$ cat src/rtl/cdb_arbiter_pkg.sv
// Shared constants for the CDB arbiter: source encodings and default sizes.
package cdb_arbiter_pkg;

  localparam int CDB_ROB_WIDTH_BIT = 5;
  localparam int CDB_QUEUE_DEPTH   = 2;

  localparam logic CDB_SRC_ALU = 1'b0;
  localparam logic CDB_SRC_LSB = 1'b1;

endpackage

$ cat src/rtl/cdb_src_queue.sv
// Small in-order FIFO holding {rob_id, value} results for one CDB source.
module cdb_src_queue #(
  parameter int DEPTH = 2,
  parameter int W     = 37
) (
  input  logic                     i_clk,
  input  logic                     i_rst,
  input  logic                     i_rdy,
  input  logic                     i_push,
  input  logic                     i_pop,
  input  logic                     i_clear,
  input  logic [W-1:0]             i_data,
  output logic [W-1:0]             o_head,
  output logic                     o_empty,
  output logic                     o_full,
  output logic [$clog2(DEPTH):0]   o_count
);

  localparam int PW = $clog2(DEPTH);

  logic [W-1:0]  r_mem [DEPTH];
  logic [PW-1:0] r_head;
  logic [PW-1:0] r_tail;
  logic [PW:0]   r_count;
  logic          w_do_push;
  logic          w_do_pop;

  assign o_empty = (r_count == '0);
  assign o_full  = (r_count == (PW+1)'(DEPTH));
  assign o_count = r_count;
  assign o_head  = r_mem[r_head];

  // A full queue refuses pushes even when it pops in the same cycle.
  assign w_do_push = i_rdy && !i_clear && i_push && !o_full;
  assign w_do_pop  = i_rdy && !i_clear && i_pop && !o_empty;

  always_ff @(posedge i_clk) begin
    if (i_rst) begin
      r_head  <= '0;
      r_tail  <= '0;
      r_count <= '0;
    end else if (i_rdy && i_clear) begin
      r_head  <= '0;
      r_tail  <= '0;
      r_count <= '0;
    end else begin
      if (w_do_push) r_tail <= r_tail + 1'b1;
      if (w_do_pop)  r_head <= r_head + 1'b1;
      r_count <= r_count + (PW+1)'(w_do_push) - (PW+1)'(w_do_pop);
    end
  end

  always_ff @(posedge i_clk) begin
    if (w_do_push) r_mem[r_tail] <= i_data;
  end

endmodule

$ cat src/rtl/cdb_arbiter.sv
// Round-robin arbiter sharing the Common Data Bus between the ALU and LSB result paths.
module cdb_arbiter
  import cdb_arbiter_pkg::*;
#(
  parameter int QUEUE_DEPTH   = CDB_QUEUE_DEPTH,
  parameter int ROB_WIDTH_BIT = CDB_ROB_WIDTH_BIT
) (
  input  logic                     clk_in,
  input  logic                     rst_in,
  input  logic                     rdy_in,
  input  logic                     flush,
  input  logic                     alu_valid,
  input  logic [ROB_WIDTH_BIT-1:0] alu_rob_id,
  input  logic [31:0]              alu_value,
  output logic                     alu_ready,
  input  logic                     lsb_valid,
  input  logic [ROB_WIDTH_BIT-1:0] lsb_rob_id,
  input  logic [31:0]              lsb_value,
  output logic                     lsb_ready,
  output logic                     cdb_valid,
  output logic [ROB_WIDTH_BIT-1:0] cdb_rob_id,
  output logic [31:0]              cdb_value
);

  localparam int EW = ROB_WIDTH_BIT + 32;
  localparam int CW = $clog2(QUEUE_DEPTH) + 1;

  logic [EW-1:0] w_alu_head;
  logic [EW-1:0] w_lsb_head;
  logic          w_alu_empty;
  logic          w_lsb_empty;
  logic          w_alu_full;
  logic          w_lsb_full;
  logic [CW-1:0] w_alu_count;
  logic [CW-1:0] w_lsb_count;
  logic          w_alu_push;
  logic          w_lsb_push;
  logic          w_grant_alu;
  logic          w_grant_lsb;
  logic          w_contend;
  logic          w_unused;
  logic          r_last_grant;

  assign alu_ready  = rdy_in && !flush && (w_alu_count < CW'(QUEUE_DEPTH));
  assign lsb_ready  = rdy_in && !flush && (w_lsb_count < CW'(QUEUE_DEPTH));
  assign w_alu_push = alu_valid && alu_ready;
  assign w_lsb_push = lsb_valid && lsb_ready;
  assign w_unused   = w_alu_full ^ w_lsb_full;

  cdb_src_queue #(.DEPTH(QUEUE_DEPTH), .W(EW)) u_alu_q (
    .i_clk   (clk_in),
    .i_rst   (rst_in),
    .i_rdy   (rdy_in),
    .i_push  (w_alu_push),
    .i_pop   (w_grant_alu),
    .i_clear (flush),
    .i_data  ({alu_rob_id, alu_value}),
    .o_head  (w_alu_head),
    .o_empty (w_alu_empty),
    .o_full  (w_alu_full),
    .o_count (w_alu_count)
  );

  cdb_src_queue #(.DEPTH(QUEUE_DEPTH), .W(EW)) u_lsb_q (
    .i_clk   (clk_in),
    .i_rst   (rst_in),
    .i_rdy   (rdy_in),
    .i_push  (w_lsb_push),
    .i_pop   (w_grant_lsb),
    .i_clear (flush),
    .i_data  ({lsb_rob_id, lsb_value}),
    .o_head  (w_lsb_head),
    .o_empty (w_lsb_empty),
    .o_full  (w_lsb_full),
    .o_count (w_lsb_count)
  );

  // last_grant only moves on contention, so alternation applies to ties alone.
  assign w_contend   = !w_alu_empty && !w_lsb_empty;
  assign w_grant_alu = !w_alu_empty && (w_lsb_empty || (r_last_grant == CDB_SRC_LSB));
  assign w_grant_lsb = !w_lsb_empty && !w_grant_alu;

  always_ff @(posedge clk_in) begin
    if (rst_in) begin
      cdb_valid    <= 1'b0;
      cdb_rob_id   <= '0;
      cdb_value    <= '0;
      r_last_grant <= CDB_SRC_LSB;
    end else if (rdy_in) begin
      if (flush) begin
        cdb_valid    <= 1'b0;
        r_last_grant <= CDB_SRC_LSB;
      end else if (w_grant_alu) begin
        cdb_valid                 <= 1'b1;
        {cdb_rob_id, cdb_value}   <= w_alu_head;
        if (w_contend) r_last_grant <= CDB_SRC_ALU;
      end else if (w_grant_lsb) begin
        cdb_valid                 <= 1'b1;
        {cdb_rob_id, cdb_value}   <= w_lsb_head;
        if (w_contend) r_last_grant <= CDB_SRC_LSB;
      end else begin
        cdb_valid <= 1'b0;
      end
    end
  end

endmodule
$ cat config.mk
export PLATFORM = sky130hd
export DESIGN_NAME = cdb_arbiter
export DESIGN_NICKNAME = d
export VERILOG_FILES = /design/src/rtl/cdb_arbiter_pkg.sv /design/src/rtl/cdb_src_queue.sv /design/src/rtl/cdb_arbiter.sv
export SDC_FILE = /design/constraint.sdc
export NUM_CORES = 1
export LEC_CHECK = 0
export CELL_PAD_IN_SITES_DETAIL_PLACEMENT = 1
export CELL_PAD_IN_SITES_GLOBAL_PLACEMENT = 2
export CORE_MARGIN = 5
export CORE_UTILIZATION = 35
export DETAILED_ROUTE_END_ITERATION = 16
export PLACE_DENSITY = 0.81
export SYNTH_ARGS = -nofsm -noshare
export SYNTH_HDL_FRONTEND = slang
export SYNTH_SLANG_ARGS = --single-unit
$ cat constraint.sdc
create_clock -name clk_in -period 3.1 [get_ports clk_in]
set_input_delay 0.62 -clock clk_in [delete_from_list [all_inputs] [get_ports clk_in]]
set_output_delay 0.62 -clock clk_in [all_outputs]
set_load 0.02 [all_outputs]
==> results of run 1 <==
[routing by layer]
layer / global-route usage (%) / vias up
met2: 23.90 / 101
met5: 0 / -
met3: 3.937 / 12
met4: 3.656 / 2
li1: - / 1999
met1: 17.43 / 2103
[how the worst max path moves through the flow]
stage	start	end	slack (ns)	cells after the start
2_1_floorplan	flush	u_alu_q.r_mem[0][0]	0.46	3
3_3_place_gp	rdy_in	lsb_ready	0.44	4
3_5_place_dp	rdy_in	u_lsb_q.r_mem[0][33]	0.31	5
4_1_cts	rdy_in	lsb_ready	0.40	4
5_1_grt	rdy_in	lsb_ready	0.32	4
6_report	rdy_in	lsb_ready	0.42	4
[synthesized netlist by cell type (2+ instances only)]
master	n	area, um2
edfxtp_1	148	4444
mux2i_1	74	740.7
dfxtp_1	49	980.9
nand3b_1	38	285.3
mux2_2	31	349.1
o21ai_2	30	262.8
nor2_1	12	45.04
buf_2	10	50.05
o21ai_0	7	35.03
buf_6	6	67.56
inv_1	6	22.52
mux2_1	6	67.56
clkbuf_1	5	18.77
xnor2_1	5	43.79
and2_1	4	25.02
ha_1	4	50.05
nor2b_1	3	18.77
xor2_1	3	26.28
a21o_1	2	15.01
a21oi_1	2	10.01
buf_4	2	15.01
nor3b_1	2	15.01
[worst min-delay path, stage by stage, from the launching register on]
cell and delay, ns:
dfxtp_1 0.31, nand3b_1 0.09, o21ai_2 0.05
[power groups by stage]
stage                     clock, mW  sequential [mW]  combinational, mW
after floorplan                   0             2.99              0.185
after global placement            0             2.98              0.407
after detailed placement          0             2.98              0.418
after CTS                      2.30             2.92              0.421
after global routing           2.42             2.92              0.445
final                          2.24             2.92              0.413
[final cells by class]
cell class,count,share of cell area [%]
multi-input cells,233,21.35
well taps,280,3.558
repair buffers,133,13.62
inverters,6,0.2287
flip-flops and latches,197,55.13
clock inverters,10,1.500
clock buffers,22,4.613
[kinds of logic after synthesis]
group / count (synthesis) / synth area share (%)
adders and majority gates: 4 / 0.6515
muxes: 111 / 15.07
DFF: 197 / 70.62
AOI/OAI and AO/OA: 46 / 4.853
xor gates and xnor gates: 8 / 0.9121
and+or+nand+nor: 64 / 5.635
buffers and inverters: 29 / 2.264
[metrics by stage]
step | setup WS (ns) | util (%) | power, mW
global route | 0.3222 | 45.40 | 5.792
global placement | 0.4399 | 42.62 | 3.382
detailed placement | 0.3077 | 42.62 | 3.397
CTS | 0.4043 | 45.40 | 5.640
floorplan | 0.4586 | - | 3.176
finish | 0.4201 | 45.40 | 5.575
[sequential cells by signal, indices dropped and copies added (netlist names), named ones only]
signal,count
cdb_rob_id,5
u_lsb_q.o_count,2
cdb_valid,1
cdb_value,32
u_alu_q.r_head,1
r_last_grant,1
u_alu_q.r_mem,74
u_lsb_q.r_mem,74
u_alu_q.r_tail,1
u_alu_q.o_count,2
u_lsb_q.r_tail,1
u_lsb_q.r_head,1
==> impl_metrics.py, run 1 <==
metrics = {
    "final_layout": {
        "most-common-layout-cells": "edfxtp_1, clkdlybuf4s50_1, mux2i_1",
        "area_growth_pct": 28.16,
        "multi_input_area_mm2": 0.002102,
        "nNetsFinal": 672,
        "fillers": 2107,
        "final_common_cell": "edfxtp_1",
        "regArea_mm2": 0.005428,
        "layout-drive-gt1-share_pct": 19.47,
        "fin_cells": 881,
        "fin_area_mm2": 0.009846,
        "antenna_cells": 0,
    },
    "critical_path": {
        "arrival_ns": 2.06,
        "crit_path_max_fanout": 7,
        "path_delay_family": "buffers and inverters",
        "slowest_stage": "clkdlybuf4s50_1",
        "ff2ff_path_depth": 8,
        "worstPathCellList": "clkdlybuf4s50_1, nand2b_4, nor2_1, clkdlybuf4s50_1",
        "r2r-end": "u_lsb_q.o_count[1]",
        "critPathRequiredTime_ns": 2.48,
        "end_kind": "output pin",
        "cpMostUsedCell": "clkdlybuf4s50_1",
        "path_class": "input pin to output pin",
        "crit_path_max_incr_delay_ns": 0.61,
        "regToRegStartpoint": "u_alu_q.o_count[1]",
        "path_buf_inv": 2,
        "ff2ff_setup_slack_ns": 1.08,
        "start_kind": "input pin",
    },
    "sta": {
        "fin_skew_ns": 0.01895,
        "rsz0062_at_grt": "false",
        "worst_slew_pin_slew_ns": 0.6620,
        "period_minus_slack_ns": 2.680,
        "tns_ns": 0,
        "holdWs_ns": 0.4863,
        "max_slew_margin_pct": 55.87,
        "drv_slew": 0,
        "finalSetupViolations": 0,
        "hold_viol_final": 0,
        "fmax_mhz": 373.1,
        "period_share_pct": 86.45,
    },
    "clock_network": {
        "cts_tree": "built",
        "clock_path_buffers": 2,
        "cts_setup_buffers": 0,
        "clkLatencyLatePin_ns": 0.43,
        "path_clk_slew_ns": 0.07,
        "cts_root_buffer": "clkbuf_16",
        "cts_made_buffers": 17,
        "ctsHtreeMaxLevel": 4,
        "cts_num_sinks": 197,
        "post_cts_resized": 0,
        "cts_hold_buffers": 0,
    },
    "routing": {
        "postRouteAntennaNets": 0,
        "wl_per_cell_um": 19.20,
        "route.detailed.drc": 0,
        "dr_wl_met3_um": 900,
        "dr_total_vias": 4217,
        "top_layer": "met5",
        "drtIter0Drc": 243,
        "wl_met2_um": 8676,
        "drt-met1-wl_um": 7134,
        "wirelength_um": 16910,
        "dr.pass1.iters": 4,
        "viasPerCell": 4.787,
    },
    "placement": {
        "hpwl_um": 11390,
        "routabilityCongestion": 0.7463,
        "dp_cells": 849,
        "dpl_cell_area_mm2": 0.009244,
        "port-buffer-count": 119,
    },
    "logic_synthesis": {
        "synth_edf_count": 148,
        "async_reset_ff_share_pct": 0,
        "synth_flop_cell": "edfxtp_1",
        "synth_cell_types": 32,
        "syn_area_mm2": 0.007682,
        "ys_ff_latch": 197,
        "synth_nets": 543,
        "yosysSeqAreaShare_pct": 70.62,
        "syn_inst": 459,
        "avgSynthCellArea_um2": 16.74,
        "yosys_warnings": 0,
    },
    "global_routing": {
        "grt_max_degree": 42,
        "grt.total_usage_pct": 13.95,
        "grt_antenna_before_repair": 1,
        "grt_first_pass_wirelength_um": 26280,
        "grt_pass1_vias": 4677,
        "grt.overflow.total": 0,
    },
    "run_status": {
        "status": "completed",
    },
    "floorplanning": {
        "die_h_um": 158.2,
        "fp-row-count": 54,
        "io_pins": 120,
        "start_util_pct": 35.42,
        "fp.dieArea_mm2": 0.02501,
        "die_w_um": 158.2,
        "fp.coreArea_mm2": 0.02169,
    },
    "pwr": {
        "ir_drop_v": 0.0004832,
        "p_per_area_mw_per_mm2": 566.2,
        "clockPowerShare_pct": 40.2,
        "pwr-share-seq_pct": 52.4,
        "p_sw_mw": 1.158,
        "swShare_pct": 20.77,
        "power_frac_comb_pct": 7.4,
        "p_int_mw": 4.417,
        "leakage_nw": 3.192,
    },
    "job": {
        "maxCapViolations": 0,
    },
    "hold_path": {
        "holdPathStages": 2,
        "hold_path.class": "register to register",
        "worstHoldStart": "cdb_value[5]",
        "holdPathEnd": "cdb_value[5]",
    },
}
(Power assumes the default switching activity.)
==> run 2: changes to the inputs <==
--- a/config.mk
+++ b/config.mk
@@ -5,6 +5,7 @@
 export SDC_FILE = /design/constraint.sdc
 export NUM_CORES = 1
 export LEC_CHECK = 0
+export CAP_MARGIN = 0
 export CELL_PAD_IN_SITES_DETAIL_PLACEMENT = 1
 export CELL_PAD_IN_SITES_GLOBAL_PLACEMENT = 2
 export CORE_MARGIN = 5
==> results of run 2 <==
No change in the layout: final DEF, timing and power equal those of run 1.
